==> config.mk <==
export PLATFORM = sky130hd
export DESIGN_NAME = mem_arbiter_flat
export DESIGN_NICKNAME = d
export VERILOG_FILES = /design/src/rtl/mem_arbiter_if.sv /design/src/rtl/mem_arbiter.sv /design/src/flat_wrapper.sv
export SDC_FILE = /design/constraint.sdc
export NUM_CORES = 1
export LEC_CHECK = 0
export CAP_MARGIN = 20
export CELL_PAD_IN_SITES_DETAIL_PLACEMENT = 1
export CELL_PAD_IN_SITES_GLOBAL_PLACEMENT = 1
export CORE_ASPECT_RATIO = 1.4
export CORE_MARGIN = 4
export CORE_UTILIZATION = 27
export DETAILED_ROUTE_END_ITERATION = 16
export PLACE_DENSITY_LB_ADDON = 0.1
export SETUP_SLACK_MARGIN = 0.15
export SLEW_MARGIN = 20
export SYNTH_ARGS = -nofsm -noshare
export SYNTH_HDL_FRONTEND = slang
export SYNTH_SLANG_ARGS = --single-unit
==> constraint.sdc <==
create_clock -name i_clk -period 1.9 [get_ports i_clk]
set_input_delay 0.38 -clock i_clk [delete_from_list [all_inputs] [get_ports i_clk]]
set_output_delay 0.38 -clock i_clk [all_outputs]
set_load 0.005 [all_outputs]
==> src/rtl/mem_arbiter_if.sv <==
// Bundles the host, ICP and shared-memory signals of mem_arbiter.
// The arbiter uses the slave view; a requester/memory model uses the master view.
interface mem_arbiter_if #(
  parameter int DATA_W = 64,
  parameter int ADDR_W = 13
);
  logic              i_h_req;
  logic [1:0]        i_h_op;
  logic [ADDR_W-1:0] i_h_addr;
  logic [DATA_W-1:0] i_h_wdata;
  logic              o_h_ack;
  logic [DATA_W-1:0] o_h_rdata;
  logic              o_h_rvalid;

  logic              i_c_req;
  logic [1:0]        i_c_op;
  logic [ADDR_W-1:0] i_c_addr;
  logic [DATA_W-1:0] i_c_wdata;
  logic              o_c_ack;
  logic [DATA_W-1:0] o_c_rdata;
  logic              o_c_rvalid;

  logic [1:0]        o_mem_op;
  logic [ADDR_W-1:0] o_mem_addr;
  logic [DATA_W-1:0] o_mem_data;
  logic [DATA_W-1:0] i_mem_data;

  logic              o_busy;
  logic              o_owner;

  modport slave (
    input  i_h_req, i_h_op, i_h_addr, i_h_wdata,
    output o_h_ack, o_h_rdata, o_h_rvalid,
    input  i_c_req, i_c_op, i_c_addr, i_c_wdata,
    output o_c_ack, o_c_rdata, o_c_rvalid,
    output o_mem_op, o_mem_addr, o_mem_data,
    input  i_mem_data,
    output o_busy, o_owner
  );

  modport master (
    output i_h_req, i_h_op, i_h_addr, i_h_wdata,
    input  o_h_ack, o_h_rdata, o_h_rvalid,
    output i_c_req, i_c_op, i_c_addr, i_c_wdata,
    input  o_c_ack, o_c_rdata, o_c_rvalid,
    input  o_mem_op, o_mem_addr, o_mem_data,
    output i_mem_data,
    input  o_busy, o_owner
  );
endinterface

==> src/rtl/mem_arbiter.sv <==
// Round-robin arbiter sharing one memory port between a host and an ICP requester.
// One transaction in flight at a time; every output is driven from a register.
module mem_arbiter #(
  parameter int DATA_W       = 64,
  parameter int ADDR_W       = 13,
  parameter int READ_LATENCY = 1
) (
  input logic          i_clk,
  input logic          i_rst_n,
  mem_arbiter_if.slave bus
);

  localparam logic [1:0] OP_NOP   = 2'd0;
  localparam logic [1:0] OP_READ  = 2'd1;
  localparam logic [1:0] OP_WRITE = 2'd2;
  localparam logic [2:0] LAT_LAST = 3'(READ_LATENCY - 1);

  typedef enum logic [1:0] {
    S_IDLE  = 2'd0,
    S_ISSUE = 2'd1,
    S_WAIT  = 2'd2,
    S_RESP  = 2'd3
  } state_t;

  state_t            r_state;
  state_t            w_state_nxt;

  logic              w_h_elig;
  logic              w_c_elig;
  logic              w_grant;
  logic              w_grant_c;
  logic [1:0]        w_win_op;
  logic [ADDR_W-1:0] w_win_addr;
  logic [DATA_W-1:0] w_win_data;

  logic [1:0]        r_mem_op;
  logic [ADDR_W-1:0] r_mem_addr;
  logic [DATA_W-1:0] r_mem_data;
  logic              r_h_ack;
  logic              r_c_ack;
  logic              r_h_rvalid;
  logic              r_c_rvalid;
  logic [DATA_W-1:0] r_h_rdata;
  logic [DATA_W-1:0] r_c_rdata;
  logic              r_busy;
  logic              r_owner;
  logic              r_is_read;
  logic [2:0]        r_wait_cnt;

  // Eligibility and round-robin winner selection; a tie goes to the non-owner.
  always_comb begin
    w_h_elig = bus.i_h_req && ((bus.i_h_op == OP_READ) || (bus.i_h_op == OP_WRITE));
    w_c_elig = bus.i_c_req && ((bus.i_c_op == OP_READ) || (bus.i_c_op == OP_WRITE));
    w_grant  = (r_state == S_IDLE) && (w_h_elig || w_c_elig);
    if (w_h_elig && w_c_elig) begin
      w_grant_c = ~r_owner;
    end else begin
      w_grant_c = w_c_elig;
    end
    if (w_grant_c) begin
      w_win_op   = bus.i_c_op;
      w_win_addr = bus.i_c_addr;
      w_win_data = bus.i_c_wdata;
    end else begin
      w_win_op   = bus.i_h_op;
      w_win_addr = bus.i_h_addr;
      w_win_data = bus.i_h_wdata;
    end
  end

  // State register.
  always_ff @(posedge i_clk or negedge i_rst_n) begin
    if (!i_rst_n) begin
      r_state <= S_IDLE;
    end else begin
      r_state <= w_state_nxt;
    end
  end

  // Next-state logic.
  always_comb begin
    w_state_nxt = S_IDLE;
    case (r_state)
      S_IDLE: begin
        if (w_grant) begin
          w_state_nxt = S_ISSUE;
        end else begin
          w_state_nxt = S_IDLE;
        end
      end
      S_ISSUE: begin
        if (r_is_read) begin
          w_state_nxt = S_WAIT;
        end else begin
          w_state_nxt = S_IDLE;
        end
      end
      S_WAIT: begin
        if (r_wait_cnt == 3'd0) begin
          w_state_nxt = S_RESP;
        end else begin
          w_state_nxt = S_WAIT;
        end
      end
      S_RESP:  w_state_nxt = S_IDLE;
      default: w_state_nxt = S_IDLE;
    endcase
  end

  // Registered outputs: ack/mem_op/rvalid are one-cycle pulses, the rest hold.
  always_ff @(posedge i_clk or negedge i_rst_n) begin
    if (!i_rst_n) begin
      r_mem_op   <= OP_NOP;
      r_mem_addr <= '0;
      r_mem_data <= '0;
      r_h_ack    <= 1'b0;
      r_c_ack    <= 1'b0;
      r_h_rvalid <= 1'b0;
      r_c_rvalid <= 1'b0;
      r_h_rdata  <= '0;
      r_c_rdata  <= '0;
      r_busy     <= 1'b0;
      r_owner    <= 1'b1;
      r_is_read  <= 1'b0;
      r_wait_cnt <= 3'd0;
    end else begin
      r_mem_op   <= OP_NOP;
      r_h_ack    <= 1'b0;
      r_c_ack    <= 1'b0;
      r_h_rvalid <= 1'b0;
      r_c_rvalid <= 1'b0;
      r_busy     <= (w_state_nxt != S_IDLE);
      case (r_state)
        S_IDLE: begin
          if (w_grant) begin
            r_mem_op   <= w_win_op;
            r_mem_addr <= w_win_addr;
            r_mem_data <= w_win_data;
            r_owner    <= w_grant_c;
            r_h_ack    <= ~w_grant_c;
            r_c_ack    <= w_grant_c;
            r_is_read  <= (w_win_op == OP_READ);
            r_wait_cnt <= LAT_LAST;
          end
        end
        S_WAIT: begin
          if (r_wait_cnt == 3'd0) begin
            // The owner register still names the requester of this read.
            if (r_owner) begin
              r_c_rdata  <= bus.i_mem_data;
              r_c_rvalid <= 1'b1;
            end else begin
              r_h_rdata  <= bus.i_mem_data;
              r_h_rvalid <= 1'b1;
            end
          end else begin
            r_wait_cnt <= r_wait_cnt - 3'd1;
          end
        end
        default: begin
          r_is_read <= r_is_read;
        end
      endcase
    end
  end

  assign bus.o_mem_op   = r_mem_op;
  assign bus.o_mem_addr = r_mem_addr;
  assign bus.o_mem_data = r_mem_data;
  assign bus.o_h_ack    = r_h_ack;
  assign bus.o_c_ack    = r_c_ack;
  assign bus.o_h_rvalid = r_h_rvalid;
  assign bus.o_c_rvalid = r_c_rvalid;
  assign bus.o_h_rdata  = r_h_rdata;
  assign bus.o_c_rdata  = r_c_rdata;
  assign bus.o_busy     = r_busy;
  assign bus.o_owner    = r_owner;

endmodule

==> src/flat_wrapper.sv <==
// flat-port wrapper written by rule: the top's interface ports become plain ports
module mem_arbiter_flat 
#(
  parameter int DATA_W       = 64,
  parameter int ADDR_W       = 13,
  parameter int READ_LATENCY = 1
)
  (i_clk, i_rst_n, bus_i_h_req, bus_i_h_op, bus_i_h_addr, bus_i_h_wdata, bus_o_h_ack, bus_o_h_rdata, bus_o_h_rvalid, bus_i_c_req, bus_i_c_op, bus_i_c_addr, bus_i_c_wdata, bus_o_c_ack, bus_o_c_rdata, bus_o_c_rvalid, bus_o_mem_op, bus_o_mem_addr, bus_o_mem_data, bus_i_mem_data, bus_o_busy, bus_o_owner);
  mem_arbiter_if #(.DATA_W(DATA_W), .ADDR_W(ADDR_W)) bus_i ();
  input logic i_clk;
  input logic i_rst_n;
  input wire logic [$bits(bus_i.i_h_req)-1:0] bus_i_h_req;
  input wire logic [$bits(bus_i.i_h_op)-1:0] bus_i_h_op;
  input wire logic [$bits(bus_i.i_h_addr)-1:0] bus_i_h_addr;
  input wire logic [$bits(bus_i.i_h_wdata)-1:0] bus_i_h_wdata;
  output wire logic [$bits(bus_i.o_h_ack)-1:0] bus_o_h_ack;
  output wire logic [$bits(bus_i.o_h_rdata)-1:0] bus_o_h_rdata;
  output wire logic [$bits(bus_i.o_h_rvalid)-1:0] bus_o_h_rvalid;
  input wire logic [$bits(bus_i.i_c_req)-1:0] bus_i_c_req;
  input wire logic [$bits(bus_i.i_c_op)-1:0] bus_i_c_op;
  input wire logic [$bits(bus_i.i_c_addr)-1:0] bus_i_c_addr;
  input wire logic [$bits(bus_i.i_c_wdata)-1:0] bus_i_c_wdata;
  output wire logic [$bits(bus_i.o_c_ack)-1:0] bus_o_c_ack;
  output wire logic [$bits(bus_i.o_c_rdata)-1:0] bus_o_c_rdata;
  output wire logic [$bits(bus_i.o_c_rvalid)-1:0] bus_o_c_rvalid;
  output wire logic [$bits(bus_i.o_mem_op)-1:0] bus_o_mem_op;
  output wire logic [$bits(bus_i.o_mem_addr)-1:0] bus_o_mem_addr;
  output wire logic [$bits(bus_i.o_mem_data)-1:0] bus_o_mem_data;
  input wire logic [$bits(bus_i.i_mem_data)-1:0] bus_i_mem_data;
  output wire logic [$bits(bus_i.o_busy)-1:0] bus_o_busy;
  output wire logic [$bits(bus_i.o_owner)-1:0] bus_o_owner;
  assign bus_i.i_h_req = bus_i_h_req;
  assign bus_i.i_h_op = bus_i_h_op;
  assign bus_i.i_h_addr = bus_i_h_addr;
  assign bus_i.i_h_wdata = bus_i_h_wdata;
  assign bus_o_h_ack = bus_i.o_h_ack;
  assign bus_o_h_rdata = bus_i.o_h_rdata;
  assign bus_o_h_rvalid = bus_i.o_h_rvalid;
  assign bus_i.i_c_req = bus_i_c_req;
  assign bus_i.i_c_op = bus_i_c_op;
  assign bus_i.i_c_addr = bus_i_c_addr;
  assign bus_i.i_c_wdata = bus_i_c_wdata;
  assign bus_o_c_ack = bus_i.o_c_ack;
  assign bus_o_c_rdata = bus_i.o_c_rdata;
  assign bus_o_c_rvalid = bus_i.o_c_rvalid;
  assign bus_o_mem_op = bus_i.o_mem_op;
  assign bus_o_mem_addr = bus_i.o_mem_addr;
  assign bus_o_mem_data = bus_i.o_mem_data;
  assign bus_i.i_mem_data = bus_i_mem_data;
  assign bus_o_busy = bus_i.o_busy;
  assign bus_o_owner = bus_i.o_owner;
  mem_arbiter #(.DATA_W(DATA_W), .ADDR_W(ADDR_W), .READ_LATENCY(READ_LATENCY)) u_core (.i_clk(i_clk), .i_rst_n(i_rst_n), .bus(bus_i));
endmodule
After elaboration in Yosys (flattened, before gate mapping) --
Index checks and enable logic that the tools add are counted. W data, S select, Z words.
Storage, ports and cells: bits in registers 219, word-level logic and storage cells 65, bits of input ports 226
Operators by class: reduce and logical (&&, ||, !) cells 15, eq/ne operators 10, $add $sub $neg 1, muxes and demuxes 23, bitwise gates (word level) 2
Operators with widths (count):
- $mux W64 | 1
- $mux W1 | 13
- $mux W13 | 1
- $reduce_and A3 Y1 | 3
- $eq A2 B1 Y1 const B | 4
- $eq A2 B2 Y1 const B | 4
- $mux W2 | 4
- $pmux W2 S4 | 1
- $mux W3 | 2
- $pmux W3 S2 | 1
- $logic_and A1 B1 Y1 | 4
- $reduce_bool A2 Y1 | 2
- $logic_not A3 Y1 | 1
- $logic_or A1 B1 Y1 | 3
- $sub A3 B1 Y3 const B | 1
- $logic_not A2 Y1 | 1
- $ne A2 B1 Y1 const B | 1
- $ne A2 B2 Y1 const B | 1
- $not A1 Y1 | 2
- $reduce_and A2 Y1 | 1

Longest topological paths before layout --
Gate-level depths: netlist of the first run.
word-level depth 8, depth in mapped cells 8

Worst setup path after synthesis of the first run --
No wires, ideal clock.
path kind flip-flop to flip-flop, start point register u_core.r_wait_cnt[0], end point register u_core.r_c_rdata[23], in the netlist u_core.bus.o_c_rdata[23], buffers on the path 2, library setup time 0.125 ns, stages on the path, launching flop included 8, arrival time 1.747 ns, path slack 0.028 ns, clock period less this slack 1.872 ns, cell sequence dfrtp_1 > inv_1 > ha_1 > ha_1 > nand3_1 > clkbuf_1 > buf_2 > mux2_2
Between the ends: longest elaborated chain between the ends 2
Ends and longest elaborated chain:
- start: declaration | line mem_arbiter.sv:48 | logic [2:0] r_wait_cnt;
- start signal: assignment | line mem_arbiter.sv:157 | r_wait_cnt <= r_wait_cnt - 3'd1;
- $logic_not A3 Y1 | line mem_arbiter.sv:147 | if (r_wait_cnt == 3'd0) begin
- $reduce_and A3 Y1 (no source line)
- end signal: assignment | line mem_arbiter.sv:150 | r_c_rdata <= bus.i_mem_data;
- end: declaration | line mem_arbiter.sv:44 | logic [DATA_W-1:0] r_c_rdata;
Every way passes these cells. A chain may end at the register's enable or synchronous reset.

Final worst setup path of the first run --
start point register u_core.r_wait_cnt[0], end point register u_core.r_h_rdata[3], in the netlist u_core.bus.o_h_rdata[3]
Between the ends: longest elaborated chain between the ends 2
Ends and longest elaborated chain:
- $logic_not A3 Y1 | line mem_arbiter.sv:147
- $reduce_and A3 Y1 (no source line)
- end signal: assignment | line mem_arbiter.sv:153 | r_h_rdata <= bus.i_mem_data;
- end: declaration | line mem_arbiter.sv:43 | logic [DATA_W-1:0] r_h_rdata;
Every way passes these cells.

==> results of run 1 <==
logic make-up after synthesis:
kind of cell,share of synthesized area (%)
buffers and inverters,6.196
adders and majority gates,0.2881
DFF,63.13
xor gates and xnor gates,0.2018
AOI/OAI and AO/OA,12.46
muxes,16.60
and+or+nand+nor,1.124
metrics by stage:
step	hold WS (ns)	setup WS, ns	cell area, um2	util, %
final	0.3165	0.08346	15790	49.80
after global placement	0.2552	-0.2740	13870	43.77
after global routing	0.3344	0.01448	15790	49.80
after CTS	0.2923	0.03076	14790	46.67
after floorplan	0.08441	0.1351	8685	-
after detailed placement	0.2542	-0.3297	13870	43.77
routing by layer:
| layer | vias to the layer above | global-route usage, % | share of wire (%) |
|---|---|---|---|
| li1 | 3326 | - | - |
| met1 | 3600 | 19.72 | 37 |
| met2 | 327 | 31.32 | 52 |
| met3 | 32 | 6.074 | 8.9 |
| met4 | 0 | 4.370 | 1.8 |
| met5 | - | 0 | 0 |
where the power goes:
part	internal [mW]	switching, mW
sequential	6.97	1.10
combinational	6.09	4.10
clock	2.72	1.91
flip-flops by register name (all words and copies together), names as in the netlist:
signal / count
u_core.bus.o_owner: 1
u_core.bus.o_c_rvalid: 1
u_core.bus.o_mem_addr: 13
u_core.r_wait_cnt: 3
u_core.bus.o_c_rdata: 64
u_core.bus.o_h_ack: 1
u_core.bus.o_busy: 1
u_core.r_is_read: 1
u_core.r_state: 2
u_core.bus.o_h_rvalid: 1
u_core.bus.o_mem_data: 64
u_core.bus.o_c_ack: 1
u_core.bus.o_mem_op: 2
u_core.bus.o_h_rdata: 64
worst register-to-register path: cells and delay by family (launching register included):
kind / cells / cell delay, ns
flops: 1 / 0.38
buf+inv: 4 / 0.48
fa+ha+maj: 2 / 0.35
simple gates: 2 / 0.15
mux: 1 / 0.32
cell usage after synthesis, drive strengths merged:
master     n  area share [%]
nand2      8            0.35
dfrtp    218              63
clkbuf    13            0.56
nand2b     4            0.32
or3        1           0.072
ha         2            0.29
a21oi      1            0.10
dfstp      1            0.30
nor2       2           0.086
xnor2      1            0.10
buf       26             2.0
nand3      1           0.058
o2111a     1            0.13
a22oi     77             6.7
a21o       3            0.26
inv       83             3.6
a22o       2            0.30
a2111oi    1            0.32
o21ai     79             4.6
xor2       1            0.10
o22ai      2            0.14
nor2b      2            0.14
mux2     128              17
or2        1            0.10
what timing repair did:
action	in CTS	in global routing
cloned	7	16
setup buffers	12	13
pin swaps	5	15
setup endpoints to repair	341	208
endpoints found under the hold margin	22	0
hold buffers	1	0
resized for setup	237	115
worst max-delay path by stage:
stage                          from                         to  slack (ns)  cells past startpoint
2_1_floorplan  u_core.r_wait_cnt[0]   u_core.bus.o_h_rdata[14]        0.14                      8
3_3_place_gp          bus_i_c_op[0]   u_core.bus.o_mem_addr[0]       -0.27                      8
3_5_place_dp          bus_i_c_op[0]  u_core.bus.o_mem_data[37]       -0.33                      8
4_1_cts        u_core.r_wait_cnt[0]   u_core.bus.o_h_rdata[60]        0.03                      8
5_1_grt          u_core.bus.o_owner  u_core.bus.o_mem_data[15]        0.01                      8
6_report       u_core.r_wait_cnt[0]    u_core.bus.o_h_rdata[3]        0.08                      9
cell type report:
cell class / instances / area [um2]
timing repair buffer: 526 / 5559
sequential: 219 / 5482
inverter: 83 / 311.5
tap: 395 / 494.2
clock buffer: 41 / 765.7
clock inverter: 3 / 15.01
antenna: 1 / 2.502
fill: 3343 / 15910
multi-input combinational: 317 / 3157
==> impl_metrics.yaml, run 1 <==
setup_path:
  crit_fanout: 5
  cp_top_family: "buffers and inverters"
  cp_common_cell: "buf_12"
  cpMaxStageDelayCell: "dfrtp_1"
  worstPathCellList: "inv_1 > ha_2 > ha_4 > nand2_4 > nor2_4 > buf_12 > buf_12 > clkbuf_16 > mux2_2"
  worst_ep_required_time_ns: 2.30
  worst_path_largest_cell_delay_ns: 0.38
  r2r_setup_slack_ns: 0.08
  critPathKind: "flip-flop to flip-flop"
  worstPathArrival_ns: 2.21
  cp-end-kind: "flip-flop"
  r2r_start: "u_core.r_wait_cnt[0]"
  reg2reg_depth: 9
  worst_r2r_endpoint: "u_core.bus.o_h_rdata[3]"
  path_buf_inv: 4
  start_kind: "flip-flop"
drt:
  wl_per_cell_um: 21.83
  vias: 7285
  drt_iter0_drc: 208
  drc: 0
  dr.pass1.iters: 4
  ant_nets: 0
  routed_wl_mm: 34.60
  via_per_inst: 4.596
yosys:
  syn_nets: 886
  ys_seq_area_share_pct: 63.13
  syn_area_um2: 8683
  synth_cell_type_count: 29
  synth_area_per_cell_um2: 13.20
  yosysWarnings: 0
  synth-seq-cells: 219
  postSynthCellCount: 658
floorplan:
  ios: 439
  die-area_um2: 35130
  die_w_um: 159.6
  core_um2: 31700
  die_y_um: 220.2
  initial_utilization_pct: 27.40
  row_count: 77
clocking:
  cts_sinks: 219
  clk_pin_slew_ns: 0.06
  root_buffer: "clkbuf_16"
  numCtsBuffers: 24
  clock_path_buffers: 3
  htree_levels: 1
  cts_tree: "yes"
  clk_latency_ns: 0.52
timing:
  rsz0062_at_grt: "yes"
  maxSlewViolCount: 0
  post-route-period-util_pct: 95.61
  finalClockSkew_ns: 0.01462
  worstMarginPinSlew_ns: 0.3520
  slew_headroom_pct: 76.53
  hold_viol: 0
  setup_violations: 0
  setup_tns_ns: 0
  post-route-min-period_ns: 1.817
  fmax_mhz: 550.5
cells_and_area:
  drive_above_1_share_pct: 27.00
  layout_common_cells: "clkdlybuf4s50_1, dfrtp_1, dlygate4sd2_1"
  final_net_count: 1399
  final_cells: 1585
  area_growth_pct: 81.80
  final_common_cell: "clkdlybuf4s50_1"
min_path:
  hold_class: "input port to async pin"
placed_design:
  hpwl_mm: 23.13
  io_buffers: 438
  gp_congestion: 0.7416
  dp.cells: 1491
power:
  ir_drop_mv: 0.5512
  power_mw: 22.91
  power.leakage_nw: 7.184
  power.density_nw_per_um2: 1451
grt:
  grt_antenna_before_repair: 1
  grt_max_degree: 59
  grt_pass1_vias: 7776
  grt_pass1_wl_mm: 47.71
  gr-total-overflow: 0
  track_usage_pct: 17.36
outcome:
  outcome: "completed"
job:
  maxCapViolations: 0
(Power assumes the default switching activity.)
==> run 2: changes to the inputs <==
Settings changed: CELL_PAD_IN_SITES_DETAIL_PLACEMENT 1 to not set, CELL_PAD_IN_SITES_GLOBAL_PLACEMENT 1 to not set, CORE_AREA set to 4 4 168 170, CORE_ASPECT_RATIO 1.4 to not set, CORE_MARGIN 4 to not set, CORE_UTILIZATION 27 to not set, DIE_AREA set to 0 0 172 174, PLACE_DENSITY set to 0.7, PLACE_DENSITY_LB_ADDON 0.1 to not set.
==> run 2 against run 1 <==
Net effect:
- cell count fell by 4.9%
- clock-buffer cell count fell by 8
- combinational power fell by 9.7%
- clock skew fell by 0.0050 ns
- worst hold slack improved by 0.052 ns
- flip-flop and latch count did not move
- critical path depth did not move
- setup slack improved by 0.020 ns
- clock power barely moved
- routed wire length fell by 16%
- non-clock buffer count fell by 23
- sequential power barely moved
==> impl_metrics.yaml, run 2 (synthesized netlist as in run 1, its figures left out) <==
drt:
  ant_nets: 0
  drc: 0
  drt_iter0_drc: 341
  wl_per_cell_um: 19.28
  routed_wl_mm: 29.08
  vias: 7037
  dr.pass1.iters: 4
  via_per_inst: 4.666
setup_path:
  worstPathArrival_ns: 2.19
  crit_fanout: 7
  cpMaxStageDelayCell: "dfrtp_1"
  path_depth: 9
  worst_ep_required_time_ns: 2.30
  start_kind: "flip-flop"
  path_buf_inv: 4
  worst_path_largest_cell_delay_ns: 0.39
  worstPathCellList: "inv_2 > ha_4 > ha_4 > nand2_2 > nor2_4 > buf_12 > buf_12 > clkbuf_16 > mux2_2"
  cp-end-kind: "flip-flop"
  reg2reg_depth: 9
  cp_top_family: "buffers and inverters"
  critPathKind: "flip-flop to flip-flop"
timing:
  setup_tns_ns: 0
  maxSlewViolCount: 0
  post-route-period-util_pct: 94.57
  fmax_mhz: 556.6
  slew_headroom_pct: 69.55
  post-route-min-period_ns: 1.797
  rsz0062_at_grt: "yes"
  finalClockSkew_ns: 0.009600
  hold_viol: 0
  worstMarginPinSlew_ns: 0.4535
  setup_violations: 0
floorplan:
  die-area_um2: 29930
  row_count: 60
  core_um2: 26730
  initial_utilization_pct: 32.49
  die_y_um: 174
  die_w_um: 172
  ios: 439
placed_design:
  placed_area_um2: 13740
  io_buffers: 438
  hpwl_mm: 20.37
  gp_congestion: 0.8077
  dp.cells: 1432
clocking:
  root_buffer: "clkbuf_16"
  numCtsBuffers: 24
  cts_sinks: 219
  clk_pin_slew_ns: 0.06
  cts_tree: "yes"
  htree_levels: 1
  clk_latency_ns: 0.52
  clock_path_buffers: 3
power:
  p_clk_share_pct: 21.2
  power.leakage_nw: 6.882
  swShare_pct: 30.59
  ir_drop_mv: 0.5605
  power_frac_seq_pct: 36.9
  p_switching_mw: 6.717
  combPwrFrac_pct: 41.9
  internal_power_mw: 15.24
  power.density_nw_per_um2: 1469
grt:
  grt_pass1_wl_mm: 41.52
  grt_antenna_before_repair: 1
  use_met1_pct: 19.34
  gr-total-overflow: 0
  busiest_layer: "met2"
  gr-usage-met3_pct: 6.618
  grt_pass1_vias: 7475
  use_met2_pct: 30.86
  grt_max_degree: 59
  track_usage_pct: 17.55
min_path:
  hold_class: "input port to async pin"
cells_and_area:
  layout_common_cells: "clkdlybuf4s50_1, dfrtp_1, dlygate4sd2_1"
  final_net_count: 1376
  area_growth_pct: 72.13
  final_common_cell: "clkdlybuf4s50_1"
  fillCellCount: 2332
  stdcell_area_um2: 14950
  final_cells: 1508
  drive_above_1_share_pct: 21.44
job:
  maxCapViolations: 0
outcome:
  outcome: "completed"
run 2: cell count changes in the layout (fill, tap and decap cells not counted), moves of 2 or more:
cell       before  now
clkinv_2        3    7
buf_12         29   20
clkbuf_1        8    2
a22oi_1        23   77
clkbuf_16      37   30
buf_8           5    2
a22oi_2        54    0
mux2_2         85  115
mux2_4         43   13
buf_6           9    3
inv_2           0    2
inv_1          83   81
run 2: area by class of cell:
type,instances,area [um2],area share (%)
clock inverter,11,98.84,0.6613
sequential,219,5482,36.67
multi-input combinational,317,2769,18.53
tap,341,426.7,2.855
antenna,1,2.502,0.01674
inverter,83,311.5,2.084
clock buffer,33,704.4,4.713
timing repair buffer,503,5152,34.47
run 2: path summary, 6_finish.rpt:
kind / startpoint / end / slack (ns)
max in group asynchronous: i_rst_n / u_core.bus.o_h_rdata[22] / 0.89
worst max-delay path: u_core.r_wait_cnt[0] / u_core.bus.o_h_rdata[57] / 0.10
worst min register to register: u_core.bus.o_h_rdata[62] / u_core.bus.o_h_rdata[62] / 0.50
worst min-delay path: i_rst_n / u_core.bus.o_h_rdata[3] / 0.37
min in group i_clk: bus_i_c_wdata[15] / u_core.bus.o_mem_data[15] / 0.47
worst max register to register: u_core.r_wait_cnt[0] / u_core.bus.o_h_rdata[57] / 0.10
run 2: worst reg2reg max path: stages (launching register included):
cell,delay (ns)
dfrtp_1,0.39
inv_2,0.07
ha_4,0.13
ha_4,0.13
nand2_2,0.07
nor2_4,0.12
buf_12,0.16
buf_12,0.13
clkbuf_16,0.14
mux2_2,0.33
run 2: timing repair:
action                                 4_1_cts  5_1_grt
pin swaps                                    2        5
setup endpoints to repair                  277      206
resized for setup                          222       26
buffers inserted                             9        7
endpoints found under the hold margin       40        0
gates cloned                                 6        8
hold buffers                                 1        0
run 2: power groups by stage:
stage	Sequential (mW)	Combinational, mW	Clock [mW]
floorplan	8.33	3.23	0
global placement	8.12	9.76	0
detailed placement	8.22	9.88	0
CTS	8.08	8.87	4.80
global route	8.37	9.99	5.01
finish	8.09	9.21	4.65
run 2: metrics by stage:
step | power [mW] | hold WS [ns] | setup slack (ns) | util [%]
6_report | 21.95 | 0.3681 | 0.1032 | 55.93
5_1_grt | 23.37 | 0.3861 | 0.03919 | 55.93
4_1_cts | 21.75 | 0.3620 | 0.04545 | 54.70
3_5_place_dp | 18.10 | 0.3159 | -0.2907 | 51.43
3_3_place_gp | 17.88 | 0.3200 | -0.2277 | 51.43
2_1_floorplan | 11.56 | 0.08441 | 0.1351 | -
run 2: layer usage:
layer | up-vias | routed length (um)
met5 | - | 0
met4 | 0 | 848
met3 | 60 | 3044
met2 | 329 | 14640
met1 | 3366 | 10540
li1 | 3282 | -
